[config.mk]
export PLATFORM = sky130hd
export DESIGN_NAME = bin2bcd_seq_display
export DESIGN_NICKNAME = d
export VERILOG_FILES = /design/src/rtl/bin2bcd_seq_display.sv
export SDC_FILE = /design/constraint.sdc
export NUM_CORES = 1
export LEC_CHECK = 0
export CORE_MARGIN = 2
export CORE_UTILIZATION = 55
export CTS_CLUSTER_SIZE = 14
export DETAILED_ROUTE_END_ITERATION = 16
export PLACE_DENSITY = 0.85
export SLEW_MARGIN = 20
export SYNTH_ARGS = -nofsm -noshare
export SYNTH_HDL_FRONTEND = slang
export SYNTH_SLANG_ARGS = --single-unit
export TNS_END_PERCENT = 10
[constraint.sdc]
create_clock -name clk -period 5.7 [get_ports clk]
set_input_delay 1.14 -clock clk [delete_from_list [all_inputs] [get_ports clk]]
set_output_delay 1.14 -clock clk [all_outputs]
set_load 0.05 [all_outputs]
[src/rtl/bin2bcd_seq_display.sv]
// Iterative double-dabble binary-to-BCD converter with seven-segment decode.
// Optional leading-zero blanking: define BIN2BCD_LZ_BLANK_EN.
module bin2bcd_seq_display #(
  parameter int WIDTH  = 8,
  parameter int DIGITS = 3
) (
  input  logic                  clk,
  input  logic                  rst_n,
  input  logic                  start,
  input  logic                  hex_mode,
  input  logic [WIDTH-1:0]      bin,
  output logic                  busy,
  output logic                  done,
  output logic [4*DIGITS-1:0]   bcd,
  output logic [7*DIGITS-1:0]   segments
);

  localparam int AW  = 4 * DIGITS;
  localparam int CW  = $clog2(WIDTH + 1);
  // 2^W is never a power of ten, so digits(2^W-1) = floor(W*log10(2))+1
  localparam int DEC = (WIDTH * 30103) / 100000 + 1;
  localparam int HEX = (WIDTH + 3) / 4;

  generate
    if (WIDTH < 1 || DIGITS < DEC || DIGITS < HEX) begin : g_bad_cfg
      $error("bin2bcd_seq_display: DIGITS too small for WIDTH");
    end
  endgenerate

  typedef enum logic {IDLE, SHIFT} state_t;

  state_t           state, state_d;
  logic [WIDTH-1:0] sh_q, sh_d;
  logic [AW-1:0]    acc_q, acc_d;
  logic [CW-1:0]    cnt_q, cnt_d;
  logic             hex_q, hex_d;
  logic [AW-1:0]    bcd_q, bcd_d;
  logic             done_q, done_d;
  logic             blank_q, blank_d;
  logic [AW-1:0]    adj;
  logic [AW-1:0]    shifted;
  logic [AW-1:0]    hexv;

  always_ff @(posedge clk or negedge rst_n) begin
    if (!rst_n) begin
      state <= IDLE;
    end else begin
      state <= state_d;
    end
  end

  always_ff @(posedge clk or negedge rst_n) begin
    if (!rst_n) begin
      sh_q    <= '0;
      acc_q   <= '0;
      cnt_q   <= '0;
      hex_q   <= 1'b0;
      bcd_q   <= '0;
      done_q  <= 1'b0;
      blank_q <= 1'b1;
    end else begin
      sh_q    <= sh_d;
      acc_q   <= acc_d;
      cnt_q   <= cnt_d;
      hex_q   <= hex_d;
      bcd_q   <= bcd_d;
      done_q  <= done_d;
      blank_q <= blank_d;
    end
  end

  always_comb begin
    state_d = state;
    sh_d    = sh_q;
    acc_d   = acc_q;
    cnt_d   = cnt_q;
    hex_d   = hex_q;
    bcd_d   = bcd_q;
    done_d  = 1'b0;
    blank_d = blank_q;
    adj     = acc_q;
    for (int i = 0; i < DIGITS; i++) begin
      if (acc_q[4*i +: 4] >= 4'd5) begin
        adj[4*i +: 4] = acc_q[4*i +: 4] + 4'd3;
      end
    end
    shifted = {adj[AW-2:0], sh_q[WIDTH-1]};
    hexv = '0;
    hexv[WIDTH-1:0] = sh_q;
    unique case (state)
      IDLE: begin
        if (start) begin
          sh_d    = bin;
          hex_d   = hex_mode;
          acc_d   = '0;
          cnt_d   = CW'(WIDTH);
          state_d = SHIFT;
        end
      end
      SHIFT: begin
        if (hex_q) begin
          bcd_d   = hexv;
          done_d  = 1'b1;
          blank_d = 1'b0;
          state_d = IDLE;
        end else begin
          acc_d = shifted;
          sh_d  = sh_q << 1;
          cnt_d = cnt_q - CW'(1);
          if (cnt_q == CW'(1)) begin
            bcd_d   = shifted;
            done_d  = 1'b1;
            blank_d = 1'b0;
            state_d = IDLE;
          end
        end
      end
    endcase
  end

  function automatic logic [6:0] seg7(input logic [3:0] d);
    logic [6:0] s;
    unique case (d)
      4'h0: s = 7'b0000001;
      4'h1: s = 7'b1001111;
      4'h2: s = 7'b0010010;
      4'h3: s = 7'b0000110;
      4'h4: s = 7'b1001100;
      4'h5: s = 7'b0100100;
      4'h6: s = 7'b0100000;
      4'h7: s = 7'b0001111;
      4'h8: s = 7'b0000000;
      4'h9: s = 7'b0000100;
      4'hA: s = 7'b0001000;
      4'hB: s = 7'b1100000;
      4'hC: s = 7'b0110001;
      4'hD: s = 7'b1000010;
      4'hE: s = 7'b0110000;
      default: s = 7'b0111000;
    endcase
    return s;
  endfunction

`ifdef BIN2BCD_LZ_BLANK_EN
  logic lead;

  // Scan from the top; fields stay dark until the first non-zero digit.
  always_comb begin
    segments = '1;
    lead = 1'b1;
    for (int i = DIGITS - 1; i >= 0; i--) begin
      if (bcd_q[4*i +: 4] != 4'd0 || i == 0) begin
        lead = 1'b0;
      end
      if (!blank_q && !lead) begin
        segments[7*i +: 7] = seg7(bcd_q[4*i +: 4]);
      end
    end
  end
`else
  always_comb begin
    segments = '1;
    for (int i = 0; i < DIGITS; i++) begin
      if (!blank_q) begin
        segments[7*i +: 7] = seg7(bcd_q[4*i +: 4]);
      end
    end
  end
`endif

  assign busy = (state == SHIFT);
  assign done = done_q;
  assign bcd  = bcd_q;

endmodule
# Yosys cells after proc, flatten, opt, wreduce, memory -nomap -nowiden
# Memory sizes are Yosys's and may differ from the RTL's.
# Index checks and enable logic that the tools add are counted.
[word_totals]
rom_bits = 336
input_bits = 12
elab_cells = 52
ff_bits = 40
output_inout_bits = 35
mem_count = 3
[mem_list]
columns = ["memory", "depth", "width", "read_ports", "rd_ports_with_merged_regs", "wr", "line", "source"]
rows = [
  ["(name not given)", 16, 7, 1, 0, 0, "123", "unique case (d)"],
  ["(name not given)", 16, 7, 1, 0, 0, "123", ""],
  ["(name not given)", 16, 7, 1, 0, 0, "123", ""],
]
[op_classes]
eq_ne = 3
bitwise_logic = 1
order_cmp = 3
mux = 26
add_sub_neg = 4
reduce_logical = 4
[op_table]
columns = ["op", "count"]
rows = [
  ["two-way mux 12 bit", 4],
  ["case mux 12 bit (2 select lines)", 1],
  ["two-way mux 7 bit", 3],
  ["two-way mux 4 bit", 4],
  ["two-way mux 8 bit", 2],
  ["case mux 8 bit (2 select lines)", 1],
  ["greater-or-equal comparator 4 x 3 -> 1 bit, second input constant", 3],
  ["adder 4 x 2 -> 4 bit, second input constant", 2],
  ["two-way mux 1 bit", 8],
  ["case mux 4 bit (2 select lines)", 1],
  ["AND reduction 2 bit", 3],
  ["equality test 4 x 1 -> 1 bit, second input constant", 1],
  ["!= test 2 bit, second input constant", 2],
  ["subtractor 4 x 1 -> 4 bit, second input constant", 1],
  ["adder 3 x 2 -> 3 bit, second input constant", 1],
  ["two-way mux 3 bit", 1],
  ["case mux 1 bit (2 select lines)", 1],
  ["nonzero test 2 bit", 1],
  ["NOT 1 bit", 1],
]

# Longest topological paths before layout
# Gate-level depths: netlist (run 1).
[depth]
word_depth = 4
depth_mapped = 7
depth_no_buf = 6

# Worst setup path before layout (run 1)
# Ideal clock, no wire load.
[synth_timing]
path_type = "reg-to-output"
start = "register bcd_q[4], in the netlist bcd[4]"
end = "output segments[9]"
n_path_buf = 0
arrival_ns = 2.476
path_slack_ns = 2.084
stages_incl_launch_ff = 5
path_cell_list = "dfrtp_1 > inv_1 > ha_1 > mux2_2 > o21ai_0"
[synth_via]
elab_chain_len = 2
[synth_rtl]
columns = ["item", "line", "source"]
rows = [
  ["start, declared", "37", "logic [AW-1:0] bcd_q, bcd_d;"],
  ["start signal, assigned", "58", "bcd_q <= '0;"],
  ["start signal, assigned", "66", "bcd_q <= bcd_d;"],
  ["memory read (16 x 7 bit)", "-", ""],
  ["two-way mux 7 bit", "164", "if (!blank_q) begin"],
  ["end, declared", "15", "output logic [7*DIGITS-1:0] segments"],
]
# No other way between the ends.

# Worst setup path in the final report (run 1)
[layout_timing]
start = "register bcd_q[0], in the netlist bcd[0]"
end = "output segments[3]"
# Same word-level chain as after synthesis.

==> results of run 1 <==
-- critical path, cell delays in order (launching register included) --
cell	delay [ns]
dfrtp_1	0.51
inv_1	0.15
ha_1	0.30
inv_1	0.04
mux4_2	0.45
or2_2	0.28
clkdlybuf4s50_1	0.70
-- layout make-up --
type	count	area [sq um]
Tap cell	70	87.6
Multi-Input combinational cell	240	1680
Fill cell	424	1650
Clock buffer	8	90.1
Timing Repair Buffer	46	455
Inverter	20	75.1
Sequential cell	40	1000
-- sequential cells by signal, summed over array words and instances, names as in the netlist --
| signal | cells |
|---|---|
| acc_q | 12 |
| bcd | 12 |
| blank_q | 1 |
| busy | 1 |
| cnt_q | 4 |
| done | 1 |
| hex_q | 1 |
| sh_q | 8 |
-- routing by layer --
metal / GRT usage / routed length [microns] / vias up / share of wire
li1: - / - / 1165 / -
met1: 0.286 / 2760 / 1072 / 0.48
met2: 0.332 / 2680 / 57 / 0.47
met3: 0.0381 / 232 / 10 / 0.040
met4: 0.0600 / 76 / 0 / 0.013
met5: 0 / 0 / - / 0
-- per-stage QoR --
| stage | utilization | hold WS (ns) | cell area, sq um | setup WS (ns) | std cells |
|---|---|---|---|---|---|
| after floorplan | - | 0.463 | 2850 | 2.08 | 318 |
| after global placement | 0.654 | 0.484 | 3300 | 2.24 | 416 |
| after detailed placement | 0.654 | 0.490 | 3300 | 2.15 | 416 |
| after CTS | 0.671 | 0.506 | 3390 | 1.83 | 424 |
| after global routing | 0.673 | 0.534 | 3390 | 1.72 | 424 |
| final | 0.673 | 0.504 | 3390 | 1.84 | 424 |
-- worst paths after layout --
check                                      from                   end  slack, ns  cells past startpoint
max                          bcd[0]$_DFFE_PN0P_           segments[3]       1.84                      6
min in group asynchronous                 rst_n   sh_q[4]$_DFFE_PN0P_       0.96                      1
max in group asynchronous                 rst_n   bcd[11]$_DFFE_PN0P_       4.20                      1
max reg2reg                      busy$_DFF_PN0_  acc_q[2]$_DFFE_PN0P_       3.50                      4
min                        acc_q[5]$_DFFE_PN0P_  acc_q[5]$_DFFE_PN0P_       0.50                      2
min reg2reg                acc_q[5]$_DFFE_PN0P_  acc_q[5]$_DFFE_PN0P_       0.50                      2
-- Yosys cell counts (2+ instances only) --
| library cell | n | area, sq um |
|---|---|---|
| a21oi_1 | 20 | 100 |
| o21ai_1 | 6 | 30.0 |
| a22o_1 | 2 | 17.5 |
| and3_1 | 5 | 31.3 |
| inv_1 | 19 | 71.3 |
| ha_1 | 29 | 363 |
| o21ai_0 | 36 | 180 |
| clkbuf_1 | 6 | 22.5 |
| buf_4 | 4 | 30.0 |
| mux2i_1 | 14 | 140 |
| nor3b_1 | 8 | 60.1 |
| nor3_1 | 4 | 20.0 |
| or3_1 | 2 | 12.5 |
| xnor2_1 | 4 | 35.0 |
| a211o_1 | 4 | 35.0 |
| a31oi_1 | 4 | 25.0 |
| mux2_2 | 9 | 101 |
| or2_2 | 2 | 12.5 |
| nand2b_1 | 10 | 62.6 |
| nand2_1 | 41 | 154 |
| nor2b_1 | 4 | 25.0 |
| a221o_1 | 4 | 40.0 |
| nor2_1 | 14 | 52.6 |
| buf_2 | 8 | 40.0 |
| dfrtp_1 | 39 | 976 |
-- cells by family (layout without fill, tap and decap cells) --
group,Yosys count,after routing
compound gates,85,85
xor+xnor,5,5
fa+ha+maj,29,29
flops,40,40
simple gates,97,97
mux,24,24
buf+inv,38,74
==> out/results.ini, run 1 <==
[status]
status = finished clean

[min_path]
hp-class = reg2reg

[routing]
wl_mm = 5.75
post-route-drc-count = 0
wl_per_cell_microns = 13.6
firstDrtPassIters = 4
vias = 2304
ant_nets = 0
drt_iter0_drc = 67
viasPerCell = 5.43

[cts]
clk_latency_ns = 0.29
ctsHoldBuffers = 0
cts_tree = done
cts_buffer_depth = 2
cts_resized = 0
cts_setup_buffers = 0
numClockSinks = 40
cts_htree_levels = 2
path_clk_slew_ns = 0.07
cts_root_buffer = clkbuf_8
cts_buffers = 5

[timing]
rsz0062_at_grt = no
fin_tns_setup_ns = 0
slew_viol_final = 0
slew_headroom = 0.422
clock.fmax_mhz = 259
setup_viol = 0
finalCritPeriodShare = 0.677
hold_viol_final = 0
clock_skew_ns = 0.00492
tightest_slew_ns = 0.867
period_minus_slack_ns = 3.86

[synth]
synthAdderAreaFrac = 0.128
syn_inst = 318
muxShareOfSynthArea = 0.0928
synth_compound_area_frac = 0.179
netlist_area_sq_mm = 0.00285
synth_top_flop_cell = dfrtp_1
synth.distinct_cells = 45
synthXorXnorAreaFrac = 0.0154
ys_ff_latch = 40
ys_async_sr_fraction = 1.00
synth.net_count = 359
synth_top_family_by_area = compound AO/OA/AOI/OAI gates
yosysWarnings = 0
yosysSeqAreaShare = 0.352
syn_avg_cell_area_sq_um = 8.95
synth_edf_count = 0
yosys.area_share.simple = 0.174

[placed_design]
io_buffer_count = 46
gp_congestion = 0.913
dp_hpwl_mm = 4.19

[grt]
grt_pass1_vias = 2097
antenna_found_initial = 0
grt_pass1_wl_mm = 9.87
grt_max_degree = 41
grt_overflow = 0
grt_util_all_layers = 0.206

[critical_path]
worstSetupPathType = reg2out
worst_ep_required_time_ns = 4.56
crit_arrival_ns = 2.72
cp-start-kind = flip-flop
path_max_fanout = 9
crit_path_end_kind = output port

[die]
ios = 47
start_util = 0.564
rows = 26
die_w_microns = 75.9
die_y_microns = 75.9
dieArea_sq_mm = 0.00576
core-area_sq_mm = 0.00504

[final_layout]
layout_common_cells = 45 x clkdlybuf4s50_1, 41 x nand2_1, 39 x dfrtp_1
nNetsFinal = 394
drive_gt1_frac = 0.0763
diodes = 0
layout_commonest_cell = clkdlybuf4s50_1
area_growth_pct = 19.3

[job]
maxCapViolCount = 0

Power of run 1 is left out: the tool's default activity adds up to more than one toggle a clock period on the data nets, which glitch-free logic cannot reach.
==> run 2: changes to the inputs <==
Settings changed: CORE_UTILIZATION 55 to 54, PLACE_DENSITY 0.85 to 0.84.
Clock period 5.7 ns to 4 ns, I/O delays scaled along.
==> run 2 against run 1 <==
  * Via count is 1.0% lower
  * Worst hold slack improved by 0.0020 ns
  * Clock skew rose by 0.0013 ns
  * Highest routed layer unchanged
==> out/results.ini, run 2 (synthesis gave the netlist of run 1 again) <==
[die]
dieArea_sq_mm = 0.00587  ; +1.7%
ios = 47  ; unchanged
die_y_microns = 76.6  ; +0.87%
start_util = 0.557  ; -0.00719
core-area_sq_mm = 0.00511  ; +1.3%
die_w_microns = 76.6  ; +0.87%
rows = 26  ; unchanged

[placed_design]
gp_congestion = 0.875  ; -4.2%
place_ws_ns = 0.823  ; -1.33 ns
io_buffer_count = 46  ; unchanged
post_dp_cell_area_sq_mm = 0.00330  ; unchanged
dp_hpwl_mm = 4.20  ; +0.16%

[timing]
setup_viol = 0  ; unchanged
hold_viol_final = 0  ; unchanged
clock.fmax_mhz = 286
slew_headroom = 0.419  ; -0.00368
fin_tns_setup_ns = 0  ; unchanged
final.setup.worst_slack_ns = 0.507  ; -1.33 ns
rsz0062_at_grt = no
tightest_slew_ns = 0.872  ; +0.00552 ns
clock_skew_ns = 0.00620  ; +0.00128 ns
period_minus_slack_ns = 3.49
slew_viol_final = 0  ; unchanged
finalCritPeriodShare = 0.873

[grt]
grt_pass1_vias = 2085  ; -0.57%
antenna_found_initial = 0  ; unchanged
grt_max_degree = 41  ; unchanged
grt_util_all_layers = 0.204  ; -0.00259
grt_overflow = 0  ; unchanged
grt_pass1_wl_mm = 9.79  ; -0.77%

[min_path]
hold_end = acc_q[9]$_DFFE_PN0P_
hp-class = reg2reg
hold_depth = 1  ; -1
min_from = acc_q[9]$_DFFE_PN0P_

[final_layout]
diodes = 0  ; unchanged
multi_input_area_sq_mm = 0.00168  ; unchanged
num-fill-cells = 435  ; +2.6%
stdcell_area_sq_mm = 0.00338  ; -0.37%
layout_commonest_cell = clkdlybuf4s50_1
regArea_sq_mm = 0.00100  ; unchanged
drive_gt1_frac = 0.0765  ; +0.000216
layout_common_cells = 45 x clkdlybuf4s50_1, 41 x nand2_1, 39 x dfrtp_1
area_growth_pct = 18.8
nNetsFinal = 394  ; unchanged
final_util = 0.662  ; -0.0110

[critical_path]
r2r-start = busy$_DFF_PN0_
cp-start-kind = flip-flop
crit_arrival_ns = 2.69  ; -0.03 ns
ff2ff_path_depth = 3  ; -1
crit_path_end_kind = output port
worstReg2RegEnd = sh_q[4]$_DFFE_PN0P_
reg2reg_slack_ns = 1.81  ; -1.69 ns
worst_ep_required_time_ns = 3.20  ; -1.36 ns
worstSetupPathType = reg2out
path_max_fanout = 9  ; unchanged

[job]
maxCapViolCount = 0  ; unchanged

[cts]
numClockSinks = 40  ; unchanged
cts_buffers = 5  ; unchanged
ctsHoldBuffers = 0  ; unchanged
cts_buffer_depth = 2  ; unchanged
cts_resized = 0  ; unchanged
path_clk_slew_ns = 0.07  ; about the same
cts_htree_levels = 2  ; unchanged
clk_latency_ns = 0.29  ; about the same
cts_tree = done
cts_root_buffer = clkbuf_8
cts_setup_buffers = 0  ; unchanged

[routing]
viasPerCell = 5.39  ; -0.81%
wl_met3_microns = 206  ; -11%
top_layer = met4
wl_met2_mm = 2.66  ; -0.86%
wl_met1_mm = 2.78  ; +0.62%
wl_per_cell_microns = 13.5  ; -0.62%
drt_iter0_drc = 96  ; +43%
vias = 2280  ; -1.0%
ant_nets = 0  ; unchanged
firstDrtPassIters = 6  ; +2
post-route-drc-count = 0  ; unchanged
wl_mm = 5.70  ; -0.85%

[status]
status = finished clean

[run 2: area by class of cell]
class | count | share of cell area
multi-input combinational | 240 | 0.498
inverter | 20 | 0.0222
timing repair buffer | 46 | 0.135
clock buffer | 6 | 0.0215
clock inverter | 1 | 0.00148
tap | 70 | 0.0259
sequential | 40 | 0.296
[run 2: stage by stage]
| step | hold slack (ns) | instances |
|---|---|---|
| 6_report | 0.506 | 423 |
| 5_1_grt | 0.527 | 423 |
| 4_1_cts | 0.505 | 423 |
| 3_5_place_dp | 0.488 | 416 |
| 3_3_place_gp | 0.483 | 416 |
| 2_1_floorplan | 0.463 | 318 |
[run 2: per-layer routing]
layer  GRT usage  up-vias
li1            -     1159
met1       0.279     1060
met2       0.333       55
met3      0.0367        6
met4      0.0545        0
met5           0        -
[run 2: critical path: stages, from the launching register on]
cell             delay (ns)
dfrtp_1                0.50
inv_1                  0.15
ha_1                   0.30
inv_1                  0.04
mux4_2                 0.43
or2_2                  0.28
clkdlybuf4s50_1        0.70
[run 2: worst max-delay path by stage]
stage,from,endpoint,slack [ns],cells after the start
global placement,bcd[0]$_DFFE_PN0P_,segments[3],0.89,6
finish,bcd[0]$_DFFE_PN0P_,segments[3],0.51,6
global route,bcd[0]$_DFFE_PN0P_,segments[3],0.39,6
floorplan,bcd[4]$_DFFE_PN0P_,segments[9],0.72,4
detailed placement,bcd[0]$_DFFE_PN0P_,segments[3],0.82,6
CTS,bcd[0]$_DFFE_PN0P_,segments[3],0.51,6
Power of run 2 is left out for the same reason.
